### config.mk
export PLATFORM = sky130hd
export DESIGN_NAME = code_sender
export DESIGN_NICKNAME = d
export VERILOG_FILES = /design/src/rtl/code_pkg.sv /design/src/rtl/sym_decode.sv /design/src/rtl/code_sender.sv
export SDC_FILE = /design/constraint.sdc
export NUM_CORES = 1
export LEC_CHECK = 0
export ABC_CLOCK_PERIOD_IN_PS = 1910
export CORE_ASPECT_RATIO = 1.2
export CORE_MARGIN = 2
export CORE_UTILIZATION = 44
export DETAILED_ROUTE_END_ITERATION = 8
export PLACE_DENSITY = 0.73
export SYNTH_ARGS = -nofsm -noshare
export SYNTH_HDL_FRONTEND = slang
export SYNTH_SLANG_ARGS = --single-unit
### constraint.sdc
create_clock -name clk -period 1.91 [get_ports clk]
set_input_delay 0.573 -clock clk [delete_from_list [all_inputs] [get_ports clk]]
set_output_delay 0.573 -clock clk [all_outputs]
set_load 0.01 [all_outputs]
### src/rtl/code_pkg.sv
// Shared symbol encoding and sender FSM state encoding for the code sender and detector.
package code_pkg;

  localparam logic [1:0] SYM_TOP   = 2'b00;
  localparam logic [1:0] SYM_DOWN  = 2'b01;
  localparam logic [1:0] SYM_LEFT  = 2'b10;
  localparam logic [1:0] SYM_RIGHT = 2'b11;

  typedef enum logic [1:0] {
    ST_IDLE  = 2'd0,
    ST_PULSE = 2'd1,
    ST_GAP   = 2'd2,
    ST_DONE  = 2'd3
  } state_t;

  // Button vector bit order: [0]=top, [1]=down, [2]=left, [3]=right.
  function automatic logic [3:0] sym_onehot(input logic [1:0] sym);
    logic [3:0] v;
    v = '0;
    case (sym)
      SYM_TOP:   v = 4'b0001;
      SYM_DOWN:  v = 4'b0010;
      SYM_LEFT:  v = 4'b0100;
      SYM_RIGHT: v = 4'b1000;
      default:   v = '0;
    endcase
    return v;
  endfunction

endpackage

### src/rtl/sym_decode.sv
// Converts a 2-bit symbol plus enable into a one-hot (or all-zero) button vector.
module sym_decode
  import code_pkg::*;
(
  input  logic [1:0] i_sym,
  input  logic       i_en,
  output logic [3:0] o_btn
);

  always_comb begin
    o_btn = '0;
    if (i_en) o_btn = sym_onehot(i_sym);
  end

endmodule

### src/rtl/code_sender.sv
// Replays a latched sequence of direction symbols as timed pulses on four button lines.
module code_sender
  import code_pkg::*;
#(
  parameter int CODE_LEN     = 4,
  parameter int PULSE_CYCLES = 1,
  parameter int GAP_CYCLES   = 1
) (
  input  logic                  clk,
  input  logic                  buttonReset_n,
  input  logic                  start,
  input  logic                  abort,
  input  logic [2*CODE_LEN-1:0] code,
  output logic                  buttonTop,
  output logic                  buttonDown,
  output logic                  buttonLeft,
  output logic                  buttonRight,
  output logic                  busy,
  output logic                  done
);

  localparam int unsigned PH_MAX = (PULSE_CYCLES > GAP_CYCLES) ? PULSE_CYCLES : GAP_CYCLES;
  localparam int unsigned PW     = (PH_MAX > 1) ? $clog2(PH_MAX) : 1;
  localparam int unsigned IW     = (CODE_LEN > 1) ? $clog2(CODE_LEN) : 1;

  localparam logic [PW-1:0] PULSE_LAST = PW'(PULSE_CYCLES - 1);
  localparam logic [PW-1:0] GAP_LAST   = PW'(GAP_CYCLES - 1);
  localparam logic [IW-1:0] IDX_LAST   = IW'(CODE_LEN - 1);

  if (CODE_LEN < 1 || PULSE_CYCLES < 1 || GAP_CYCLES < 1) begin : g_param_check
    $error("code_sender: CODE_LEN, PULSE_CYCLES and GAP_CYCLES must each be >= 1");
  end

  state_t                r_state, w_state_nxt;
  logic [IW-1:0]         r_idx, w_idx_nxt;
  logic [PW-1:0]         r_phase, w_phase_nxt;
  logic [2*CODE_LEN-1:0] r_code, w_code_nxt;
  logic [3:0]            r_btn;
  logic                  r_busy, r_done;
  logic [2*CODE_LEN-1:0] w_code_sh;
  logic [3:0]            w_btn_nxt;

  always_comb begin
    w_state_nxt = r_state;
    w_idx_nxt   = r_idx;
    w_phase_nxt = r_phase;
    w_code_nxt  = r_code;
    case (r_state)
      ST_IDLE: begin
        if (start && !abort) begin
          w_state_nxt = ST_PULSE;
          w_code_nxt  = code;
          w_idx_nxt   = '0;
          w_phase_nxt = '0;
        end
      end
      ST_PULSE: begin
        if (abort) begin
          w_state_nxt = ST_IDLE;
          w_idx_nxt   = '0;
          w_phase_nxt = '0;
        end else if (r_phase == PULSE_LAST) begin
          w_state_nxt = ST_GAP;
          w_phase_nxt = '0;
        end else begin
          w_phase_nxt = r_phase + 1'b1;
        end
      end
      ST_GAP: begin
        if (abort) begin
          w_state_nxt = ST_IDLE;
          w_idx_nxt   = '0;
          w_phase_nxt = '0;
        end else if (r_phase == GAP_LAST) begin
          w_phase_nxt = '0;
          if (r_idx < IDX_LAST) begin
            w_state_nxt = ST_PULSE;
            w_idx_nxt   = r_idx + 1'b1;
          end else begin
            w_state_nxt = ST_DONE;
          end
        end else begin
          w_phase_nxt = r_phase + 1'b1;
        end
      end
      ST_DONE: begin
        w_state_nxt = ST_IDLE;
        w_idx_nxt   = '0;
      end
      default: w_state_nxt = ST_IDLE;
    endcase
  end

  // Outputs are decoded from next-state values so the registered buttons line up with the state.
  assign w_code_sh = w_code_nxt >> {w_idx_nxt, 1'b0};

  sym_decode u_sym_decode (
    .i_sym (w_code_sh[1:0]),
    .i_en  (w_state_nxt == ST_PULSE),
    .o_btn (w_btn_nxt)
  );

  always_ff @(posedge clk or negedge buttonReset_n) begin
    if (!buttonReset_n) begin
      r_state <= ST_IDLE;
      r_idx   <= '0;
      r_phase <= '0;
      r_code  <= '0;
      r_btn   <= '0;
      r_busy  <= 1'b0;
      r_done  <= 1'b0;
    end else begin
      r_state <= w_state_nxt;
      r_idx   <= w_idx_nxt;
      r_phase <= w_phase_nxt;
      r_code  <= w_code_nxt;
      r_btn   <= w_btn_nxt;
      r_busy  <= (w_state_nxt == ST_PULSE) || (w_state_nxt == ST_GAP);
      r_done  <= (w_state_nxt == ST_DONE);
    end
  end

  assign buttonTop   = r_btn[0];
  assign buttonDown  = r_btn[1];
  assign buttonLeft  = r_btn[2];
  assign buttonRight = r_btn[3];
  assign busy        = r_busy;
  assign done        = r_done;

endmodule

==> flow_summary.json, run 1 <==
{
  "setup_viol": 0,
  "p_sw_frac": 0.269,
  "yosys_warnings": 0,
  "yosys.area.top_type_share": 0.503,
  "synth-xor-area-share": 0,
  "synthTopCellsByArea": "dfrtp_1 (50%), nand2_1 (10%), nor2_1 (4.2%)",
  "muxShareOfSynthArea": 0.0448,
  "postLayoutCellArea_um2": 1390,
  "slowest_delay_ns": 0.41,
  "syn_avg_cell_area_um2": 9.83,
  "drc_errors": 0,
  "path_clk_slew_ns": 0.09,
  "root_buffer": "clkbuf_4",
  "core_um2": 1870,
  "yosysMostFrequentCell": "nand2_1",
  "clkSinkCount": 18,
  "yosys.area_share.adder": 0.0280,
  "yosysTopAreaCell": "dfrtp_1",
  "initial_core_util": 0.478,
  "crit_arrival_ns": 2.09,
  "synth_enable_flop_cells": 0,
  "place_hpwl_mm": 1.39,
  "cts_buffers": 3,
  "grt_max_degree": 19,
  "synth_top_family_by_area": "simple AND/OR/NAND/NOR gates",
  "path_class": "register to register",
  "internal_power_w": 0.000683,
  "io_pins": 18,
  "die_w_um": 45.2,
  "synth_compound_area_frac": 0.136,
  "max_clock_freq_mhz": 524,
  "yosys-top-cells-count": "nand2_1 (25), dfrtp_1 (18), nor2_1 (10)",
  "firstDrtPassIters": 4,
  "synthCells": 91,
  "clockPowerShare": 0.242,
  "multi_input_area_um2": 484,
  "syn_to_final_growth_pct": 55.1,
  "sequentialPowerShare": 0.478,
  "status": "finished clean",
  "ir_drop_mv": 0.528,
  "synth_cell_type_count": 32,
  "comb_power_share": 0.280,
  "htreeDepth": 1,
  "p_switching_w": 0.000252,
  "ys_async_sr_fraction": 1.00,
  "rows": 17,
  "hold_depth": 2,
  "register_area_um2": 450,
  "portBuffers": 17,
  "maxCapViolations": 0,
  "crit_required_ns": 2.09,
  "fin_nets": 151,
  "slowest_stage": "dfrtp_1",
  "crit_path_end_kind": "register",
  "synthFlopType": "dfrtp_1",
  "min_period_ns": 1.91,
  "p_leak_nw": 0.694,
  "slew_headroom": 0.797,
  "fin_skew_ns": 0.00329,
  "reg2reg_from": "r_state[1]$_DFF_PN0_",
  "cts_max_path_buffers": 2,
  "powerDensity_nw_per_um2": 674,
  "syn_nets": 105,
  "worstReg2RegEnd": "r_btn[2]$_DFF_PN0_",
  "drive_above_1_share": 0.353,
  "path_cells": "nand2b_4 > or3b_4 > o21a_4 > mux2_4 > o31ai_4 > o21ba_1",
  "crit_path_start_kind": "register",
  "cp_max_fo": 5,
  "grt_util_all_layers": 0.203,
  "wl_mm": 2.12,
  "vias": 799,
  "antennaDiodeCount": 0,
  "die-area_um2": 2410,
  "drtIter0Drc": 16,
  "hold_viol": 0,
  "wl_per_cell_um": 13.7,
  "viasPerCell": 5.15,
  "cts_tree": "yes",
  "finalMaxSlewViolations": 0,
  "hold_path.startpoint": "r_code[3]$_DFF_PN0_",
  "ys_ff_latch": 18,
  "grt_pass1_wl_mm": 3.39,
  "reg2regPathDepth": 6,
  "cts_hold_buffers": 0,
  "fin_crit_sh": 1.00,
  "antenna_found_initial": 0,
  "finalPower_w": 0.000935,
  "num-fill-cells": 146,
  "rsz0062_at_grt": "yes",
  "die_y_um": 53.4,
  "worstHoldPathType": "register to register",
  "synth_sequential_area_ratio": 0.503,
  "syn-cell-area_um2": 895,
  "ant_nets": 0,
  "gp_congestion": 0.777,
  "grt_overflow": 0,
  "worst_pin_slew_ns": 0.305,
  "clock_latency_ns": 0.29,
  "yosys.area_share.simple": 0.255,
  "reg2reg_slack_ns": 0.0003,
  "min_to": "r_code[3]$_DFF_PN0_",
  "grt_pass1_vias": 827,
  "place_area_um2": 1240
}
logic make-up (layout without fill, tap and decap cells):
group,count (synthesis),count (layout)
fa+ha+maj,2,2
simple gates,47,47
compound gates,14,14
buf+inv,7,52
mux,3,3
flops,18,18
registers in the layout, indices dropped and copies added (netlist names):
name and count:
r_code 8, r_btn 4, busy 1, r_idx 2
r_state 2, done 1
worst max path at each step:
stage	start	endpoint	depth (start not counted)
2_1_floorplan	abort	r_btn[2]$_DFF_PN0_	6
3_3_place_gp	abort	r_btn[2]$_DFF_PN0_	8
3_5_place_dp	abort	r_btn[2]$_DFF_PN0_	7
4_1_cts	r_state[1]$_DFF_PN0_	r_btn[2]$_DFF_PN0_	6
5_1_grt	r_state[1]$_DFF_PN0_	r_btn[2]$_DFF_PN0_	7
6_report	r_state[1]$_DFF_PN0_	r_btn[2]$_DFF_PN0_	6
critical path: cells and delay by family (launching register included):
family | cells | cell delay (ns)
AOI/OAI and AO/OA | 3 | 0.55
and+or+nand+nor | 2 | 0.53
DFF | 1 | 0.41
muxes | 1 | 0.31
cell usage in the layout (no fill, tap or decap), types with 2 or more instances in the layout:
master,netlist,routed
nand2_1,25,25
buf_4,1,22
dfrtp_1,18,18
clkdlybuf4s50_1,0,15
nor2_1,10,9
inv_1,5,5
clkbuf_4,0,3
buf_6,0,3
nand2b_4,0,2
mux2_4,2,2
a21oi_1,2,2
ha_1,2,2
power groups by stage:
stage | clock, W | sequential (W) | combinational [W]
final | 0.000227 | 0.000447 | 0.000262
after global routing | 0.000259 | 0.000451 | 0.000286
after CTS | 0.000232 | 0.000445 | 0.000249
after detailed placement | 0 | 0.000453 | 0.000231
after global placement | 0 | 0.000452 | 0.000225
after floorplan | 0 | 0.000457 | 0.000115
metal layers:
| layer | global-route usage | routed length [um] | vias up |
|---|---|---|---|
| li1 | - | - | 395 |
| met1 | 0.207 | 842 | 385 |
| met2 | 0.367 | 1190 | 17 |
| met3 | 0.0546 | 74 | 2 |
| met4 | 0.108 | 16 | 0 |
| met5 | 0 | 0 | - |
metrics by stage:
step	hold slack (ns)	TNS [ns]	util	worst slack (ns)	std cells
2_1_floorplan	0.277	-0.00381	-	-0.00381	91
3_3_place_gp	0.459	-4.18	0.662	-0.551	145
3_5_place_dp	0.461	-4.40	0.662	-0.588	145
4_1_cts	0.485	-0.135	0.719	-0.0704	153
5_1_grt	0.510	-0.144	0.741	-0.0581	155
6_report	0.484	0	0.741	0.000271	155
repair_timing:
action	in CTS	in global routing
setup endpoints to repair	4	4
pin swaps	5	5
buffers inserted	3	3
cloned	1	0
resized for setup	15	5
area by class of cell:
| cell class | instances | share of cell area |
|---|---|---|
| multi-input cells | 66 | 0.349 |
| clock buffers | 4 | 0.0261 |
| repair buffers | 43 | 0.270 |
| well taps | 19 | 0.0171 |
| flip-flops and latches | 18 | 0.325 |
| inverters | 5 | 0.0135 |
No activity file was read; power rests on OpenSTA's default activity.
==> run 2: changes to the inputs <==
--- a/config.mk
+++ b/config.mk
@@ -10,6 +10,7 @@
 export CORE_MARGIN = 2
 export CORE_UTILIZATION = 44
 export DETAILED_ROUTE_END_ITERATION = 8
+export GPL_TIMING_DRIVEN = 1
 export PLACE_DENSITY = 0.73
 export SYNTH_ARGS = -nofsm -noshare
 export SYNTH_HDL_FRONTEND = slang
==> results of run 2 <==
No change in the layout: final DEF, timing and power equal those of run 1.
